## config.mk

```make
export PLATFORM = sky130hd
export DESIGN_NAME = result_accumulator
export DESIGN_NICKNAME = d
export VERILOG_FILES = /design/src/rtl/result_accumulator.sv
export SDC_FILE = /design/constraint.sdc
export NUM_CORES = 1
export LEC_CHECK = 0
export BUFFER_PORTS_ARGS = -buffer_cell sky130_fd_sc_hd__buf_2
export CAP_MARGIN = 25
export CORE_ASPECT_RATIO = 1.4
export CORE_MARGIN = 5
export CORE_UTILIZATION = 46
export CTS_BUF_LIST = sky130_fd_sc_hd__clkbuf_16
export CTS_CLUSTER_DIAMETER = 50
export DETAILED_ROUTE_END_ITERATION = 12
export MAX_ROUTING_LAYER = met4
export PLACE_DENSITY = 0.67
export SKIP_CTS_REPAIR_TIMING = 1
export SLEW_MARGIN = 10
export SYNTH_ARGS = -nofsm -noshare
export SYNTH_HDL_FRONTEND = slang
export SYNTH_SLANG_ARGS = --single-unit
```

## constraint.sdc

```tcl
create_clock -name clk -period 3.53 [get_ports clk]
set_clock_uncertainty 0.2 [all_clocks]
set_input_delay 0.353 -clock clk [delete_from_list [all_inputs] [get_ports clk]]
set_output_delay 0.353 -clock clk [all_outputs]
set_load 0.01 [all_outputs]
```

## src/rtl/result_accumulator.sv

```systemverilog
// Sums consecutive 32-bit pipeline results into groups of up to LEN beats (early close on in_last).
// Latency: closing beat accepted at edge k -> out_valid high from edge k until the output handshake.
// Backpressure: in_ready = (state==ACC) only; HOLD blocks input until out_ready consumes the group.
module result_accumulator #(
    parameter int WIDTH = 32,
    parameter int LEN   = 4,
    parameter int CNT_W = 8
) (
    input  logic             clk,
    input  logic             reset,
    input  logic             in_valid,
    output logic             in_ready,
    input  logic [WIDTH-1:0] in_data,
    input  logic             in_last,
    output logic             out_valid,
    input  logic             out_ready,
    output logic [WIDTH-1:0] out_sum,
    output logic [CNT_W-1:0] out_count,
    output logic             out_ovf
);

    typedef enum logic {ACC = 1'b0, HOLD = 1'b1} state_t;

    state_t             state_q;
    logic [WIDTH-1:0]   acc_q;
    logic [CNT_W-1:0]   cnt_q;
    logic               ovf_q;
    logic               out_valid_q;
    logic [WIDTH-1:0]   out_sum_q;
    logic [CNT_W-1:0]   out_count_q;
    logic               out_ovf_q;

    // Sum is taken one bit wider so the top bit is the carry out of WIDTH.
    logic [WIDTH:0]     sum_d;
    logic [CNT_W-1:0]   cnt_d;
    logic               close_d;

    assign sum_d   = {1'b0, acc_q} + {1'b0, in_data};
    assign cnt_d   = cnt_q + 1'b1;
    assign close_d = (cnt_d == CNT_W'(LEN)) || in_last;

    assign in_ready  = (state_q == ACC);
    assign out_valid = out_valid_q;
    assign out_sum   = out_sum_q;
    assign out_count = out_count_q;
    assign out_ovf   = out_ovf_q;

    always_ff @(posedge clk or posedge reset) begin
        if (reset) begin
            state_q     <= ACC;
            acc_q       <= '0;
            cnt_q       <= '0;
            ovf_q       <= 1'b0;
            out_valid_q <= 1'b0;
            out_sum_q   <= '0;
            out_count_q <= '0;
            out_ovf_q   <= 1'b0;
        end else begin
            case (state_q)
                ACC: begin
                    if (in_valid) begin
                        if (close_d) begin
                            out_sum_q   <= sum_d[WIDTH-1:0];
                            out_count_q <= cnt_d;
                            out_ovf_q   <= ovf_q | sum_d[WIDTH];
                            out_valid_q <= 1'b1;
                            acc_q       <= '0;
                            cnt_q       <= '0;
                            ovf_q       <= 1'b0;
                            state_q     <= HOLD;
                        end else begin
                            acc_q       <= sum_d[WIDTH-1:0];
                            cnt_q       <= cnt_d;
                            ovf_q       <= ovf_q | sum_d[WIDTH];
                        end
                    end
                end
                HOLD: begin
                    // Output fields are left untouched after the handshake.
                    if (out_ready) begin
                        out_valid_q <= 1'b0;
                        state_q     <= ACC;
                    end
                end
                default: state_q <= ACC;
            endcase
        end
    end

endmodule
```

==> results_dict.tcl, run 1 <==
set metrics [dict create \
    dpl.cell_count 707 \
    cap_violations 0 \
    synth_top_family_by_area "compound AO/OA/AOI/OAI gates" \
    timing.hold.ws_ns 0.0110 \
    vias_per_cell 5.41 \
    die_area_um2 12900 \
    critPathArrivalTime_ns 3.03 \
    hpwl_um 8580 \
    drtIter0Drc 147 \
    cts_tree "yes" \
    p_leak_nw 2.87 \
    worstMarginPinSlew_ns 0.969 \
    core_area_um2 10400 \
    path_clk_slew_ns 0.06 \
    grt_start_max_net_pins 39 \
    clock_latency_ns 0.34 \
    wl_um 11700 \
    clock_path_buffers 2 \
    cts_buffers 9 \
    ys_types 61 \
    syn_nets 577 \
    syn_area_per_cell_um2 9.71 \
    synth-simple-area-share_pct 15.3 \
    setup_viol_count_final 0 \
    synth_compound_area_share_pct 22.2 \
    fin_nets 652 \
    dr.pass1.iters 4 \
    start_kind "flop" \
    drv_slew 0 \
    antenna_found_initial 0 \
    grt_pass1_wl_um 19700 \
    n_antenna_cell 0 \
    ys_top_cells_by_area "dfrtp_1, ha_1, nand2_1" \
    synth_fa_ha_area_share_pct 8.81 \
    ys_seq_elements 84 \
    grt-ovfl-total 0 \
    worstSetupPathType "flop to flop" \
    status "complete, no violations" \
    worst-path-max-fanout 4 \
    fillers 934 \
    place.gp.congestion 0.912 \
    synth-seq-area-share_pct 42.8 \
    hp-class "input port to flop" \
    numClockSinks 84 \
    synth_mux_area_share_pct 2.34 \
    slew_headroom_pct 35.0 \
    fmax_ghz 0.332 \
    rsz0062_at_grt "false" \
    ctsHtreeMaxLevel 3 \
    fin_crit_ns 3.01 \
    period_share_pct 85.3 \
    synth_area_leader_cell "dfrtp_1" \
    yosysWarnings 0 \
    fp.dieH_um 132 \
    stdcell_area_um2 5730 \
    die_x_um 97.3 \
    grt_pass1_vias 4104 \
    critPathRequiredTime_ns 3.55 \
    drive_above_1_share_pct 23.2 \
    place_area_um2 5450 \
    dr_total_vias 3920 \
    wl_per_cell_um 16.2 \
    synth-xor-area-share_pct 5.88 \
    track_usage_pct 19.1 \
    pwr_density_cell_nw_per_um2 845 \
    vdd_drop_max_uv 363 \
    initial_utilization_pct 47.2 \
    synth_edf_count 0 \
    yosys.area.top_type_share_pct 42.8 \
    area_growth_pct 16.6 \
    setup.worst_path.end_class "flop" \
    port_buffers 79 \
    num_rows 44 \
    ant_nets 0 \
    hold_viol_final 0 \
    syn-cell-area_um2 4910 \
    stdcell_count 724 \
    tns_ns 0 \
    ios 80 \
    drc_errors 0 \
    syn_inst 506 \
    async_flop_share_pct 100 \
    clockRootBuffer "clkbuf_16" \
    synth_ff_type "dfrtp_1" \
]
## stage by stage
step	power, W	util (%)	worst slack (ns)
6_report	0.00484	55.1	0.519
5_1_grt	0.00523	55.1	0.347
4_1_cts	0.00488	55.0	0.496
3_5_place_dp	0.00399	52.4	0.419
3_3_place_gp	0.00394	52.4	0.456
2_1_floorplan	0.00336	-	0.723
## cells in the mapped netlist, types with 3 or more instances
library cell and n:
nand2_1 105, nand4_1 6, clkbuf_1 15, a21oi_1 23
xnor2_1 21, mux2_2 8, and3_1 7, o21bai_1 3
a21o_1 14, nor3_1 4, a22o_1 25, o21ai_0 46
ha_1 33, buf_2 4, buf_4 3, xor2_1 12
nand2b_1 5, nor2b_1 6, dfrtp_1 84, o21ai_1 3
a31oi_1 3, inv_1 8, nor2_1 21
## cells in the final DEF (no fill, tap or decap), types with 9 or more instances in the layout
master     netlist  layout
xnor2_1         21      21
o21ai_0         46      45
dfrtp_1         84      84
ha_1            33      33
buf_2            4      79
a22o_1          25      25
xor2_1          12      12
a21oi_1         23      23
nand2_1        105     105
nor2_1          21      20
a21o_1          14      14
clkbuf_16        0       9
## routing by layer
layer / track usage, % / vias up / wire [µm]
li1: - / 1948 / -
met1: 22.5 / 1892 / 5050
met2: 32.9 / 69 / 6090
met3: 4.18 / 11 / 433
met4: 5.47 / 0 / 148
met5: - / - / 0
## final cells by class
| class | instances | area [µm²] | area share (%) |
|---|---|---|---|
| multi-input combinational | 391 | 2700 | 47.1 |
| sequential | 84 | 2100 | 36.7 |
| timing repair buffer | 87 | 458 | 7.99 |
| clock buffer | 9 | 225 | 3.93 |
| tap | 138 | 173 | 3.01 |
| clock inverter | 7 | 42.5 | 0.743 |
| inverter | 8 | 31.3 | 0.546 |
## worst max-delay path, stage by stage, from the launching register on
cell	delay, ns
dfrtp_1	0.39
ha_1	0.21
fa_1	0.40
a21oi_1	0.23
o211ai_2	0.15
a41oi_4	0.31
o21ai_2	0.11
nand3_2	0.09
and3_4	0.22
o31ai_4	0.10
a2111oi_4	0.37
o21ai_1	0.12
## worst paths after layout
kind                         endpoint  depth (start not counted)       start  slack (ns)
min reg2reg                out_sum[3]                          2  out_sum[3]        0.27
min in group asynchronous  out_sum[5]                          3       reset        0.34
max in group asynchronous   acc_q[23]                          4       reset        2.02
max reg2reg                   out_ovf                         11    acc_q[0]        0.52
min                           state_q                          2   out_ready        0.01
max                           out_ovf                         11    acc_q[0]        0.52
## flip-flops by register name, indices dropped and copies added (netlist names)
register   count
out_ovf        1
state_q        1
out_sum       32
out_valid      1
out_count      8
ovf_q          1
cnt_q          8
acc_q         32
## where the power goes
part / switching [W] / leakage, nW / internal, W
Sequential: 0.000215 / 1.08 / 0.00133
Clock: 0.000391 / 0.135 / 0.000474
Combinational: 0.00137 / 1.66 / 0.00106
Total: 0.00198 / 2.87 / 0.00286
## cells by family (layout without fill, tap and decap cells)
| family | after synthesis | after routing |
|---|---|---|
| adder cells (fa/ha/maj) | 34 | 34 |
| XOR/XNOR | 33 | 33 |
| buffers and inverters | 31 | 111 |
| flip-flops | 84 | 84 |
| AND/OR/NAND/NOR | 168 | 168 |
| multiplexers | 10 | 10 |
| AO/OA/AOI/OAI | 146 | 146 |
Note: power is estimated with default switching activity, not from simulation.
==> inputs of run 2 (changes only) <==
==> constraint.sdc (replaced) <==
create_clock -name clk -period 3.53 [get_ports clk]
set_clock_uncertainty 0.2 [all_clocks]
set_input_delay 1.059 -clock clk [delete_from_list [all_inputs] [get_ports clk]]
set_output_delay 1.059 -clock clk [all_outputs]
set_load 0.01 [all_outputs]
==> run 2 against run 1 <==
  * Power is 7.8% higher
  * Core utilization rose by 3.6 points
  * Combinational power is 12% higher
  * Sequential share of layout area down 2.3 points
  * Cell count increased by 5.8%
  * Count of clock-buffer cells in the layout is the same
  * Clock power increased by 9.5%
  * Worst setup slack lost 0.36 ns
  * Largest cell class unchanged
==> results_dict.tcl, run 2 (synthesis results as in run 1) <==
set metrics [dict create \
    status "complete, no violations" \
    dr.pass1.iters 4 \
    r2r-end "out_ovf" \
    p_leak_nw 3.09 \
    dr_total_vias 4144 \
    stdcell_area_um2 6100 \
    cts_tree "yes" \
    fin_crit_ns 3.37 \
    fmax_ghz 0.297 \
    setup.worst_path.end_class "flop" \
    mostFrequentLayoutCell "nand2_1" \
    die_area_um2 12900 \
    grt_start_max_net_pins 55 \
    pwr_density_cell_nw_per_um2 855 \
    num_rows 44 \
    drive_above_1_share_pct 29.0 \
    slowest_stage "fa_1" \
    hpwl_um 8960 \
    ios 80 \
    cpPeakStageDelay_ns 0.43 \
    holdPathEnd "out_count[6]" \
    numClockSinks 84 \
    area_growth_pct 24.2 \
    drc_errors 0 \
    vdd_drop_max_uv 419 \
    place.gp.congestion 0.872 \
    final_util_pct 58.7 \
    worst_r2r_path_depth 11 \
    path_clk_slew_ns 0.06 \
    drtIter0Drc 199 \
    hp-class "flop to flop" \
    period_share_pct 95.4 \
    critPathRequiredTime_ns 3.55 \
    start_kind "input port" \
    n_antenna_cell 0 \
    grt-ovfl-total 0 \
    fin_nets 694 \
    grt_pass1_wl_um 20500 \
    clock_latency_ns 0.34 \
    worst-path-max-fanout 3 \
    layout_common_cells "nand2_1, dfrtp_1, buf_2, buf_4, o21ai_0" \
    clockRootBuffer "clkbuf_16" \
    tns_ns 0 \
    die_x_um 97.3 \
    setup_viol_count_final 0 \
    wl_um 12000 \
    ant_nets 0 \
    worstSetupPathType "input port to flop" \
    wl_per_cell_um 15.7 \
    track_usage_pct 20.0 \
    drv_slew 0 \
    slew_headroom_pct 63.9 \
    path_cells "buf_2 > ha_1 > fa_1 > a21oi_2 > o211ai_2 > a41oi_4 > o21ai_2 > nand3_2 > and3_4 > o31ai_4 > a2111oi_4 > o21ai_1" \
    port_buffers 79 \
    initial_utilization_pct 47.2 \
    rr_startpoint "acc_q[0]" \
    multi_input_area_um2 2700 \
    r2r_setup_slack_ns 0.59 \
    seq_area_um2 2100 \
    clock_path_buffers 2 \
    worstHoldStart "out_count[6]" \
    fillers 944 \
    core_area_um2 10400 \
    vias_per_cell 5.41 \
    place_area_um2 5800 \
    worstMarginPinSlew_ns 0.540 \
    ctsHtreeMaxLevel 3 \
    fp.dieH_um 132 \
    hold_viol_final 0 \
    antenna_found_initial 0 \
    critPathArrivalTime_ns 3.39 \
    cts_buffers 9 \
    grt_pass1_vias 4301 \
    whs_path_depth 2 \
    cap_violations 0 \
    rsz0062_at_grt "false" \
]
==> run 2: critical path: cells and delay by family <==
family          cells  cell delay [ns]
compound gates      7             1.30
fa+ha+maj           2             0.64
buf+inv             1             0.10
simple gates        2             0.30
==> run 2: per-stage QoR <==
step	total power [W]	hold WS (ns)	setup slack, ns	instances
2_1_floorplan	0.00336	0.254	0.0178	506
3_3_place_gp	0.00422	0.254	-0.205	750
3_5_place_dp	0.00427	0.258	-0.220	750
4_1_cts	0.00526	0.278	0.143	766
5_1_grt	0.00565	0.290	0.0350	766
6_report	0.00522	0.271	0.161	766
==> run 2: routing by layer <==
layer / global-route usage (%) / up-vias / wire [µm]
li1: - / 2033 / -
met1: 23.0 / 1994 / 5020
met2: 34.4 / 94 / 6300
met3: 4.34 / 23 / 405
met4: 6.54 / 0 / 265
met5: - / - / 0
==> run 2: power by group <==
group	leakage [nW]	switching (W)	internal, W
Combinational	1.87	0.00143	0.00129
Clock	0.142	0.000396	0.000551
Sequential	1.08	0.000218	0.00133
Total	3.09	0.00204	0.00318
==> run 2: how the worst max path moves through the flow <==
stage	to	slack [ns]	startpoint	depth (start not counted)
final	out_ovf	0.16	in_data[0]	12
after global placement	out_ovf	-0.20	in_data[0]	12
after detailed placement	out_ovf	-0.22	in_data[0]	12
after floorplan	out_ovf	0.02	in_data[0]	11
after CTS	out_ovf	0.14	in_data[0]	12
after global routing	out_ovf	0.03	in_data[0]	12
==> run 2: layout make-up <==
cell class | instances | share of cell area [%]
clock buffer | 9 | 3.69
clock inverter | 7 | 1.25
inverter | 8 | 0.512
multi-input combinational | 391 | 44.3
sequential | 84 | 34.4
tap | 138 | 2.83
timing repair buffer | 129 | 13.0
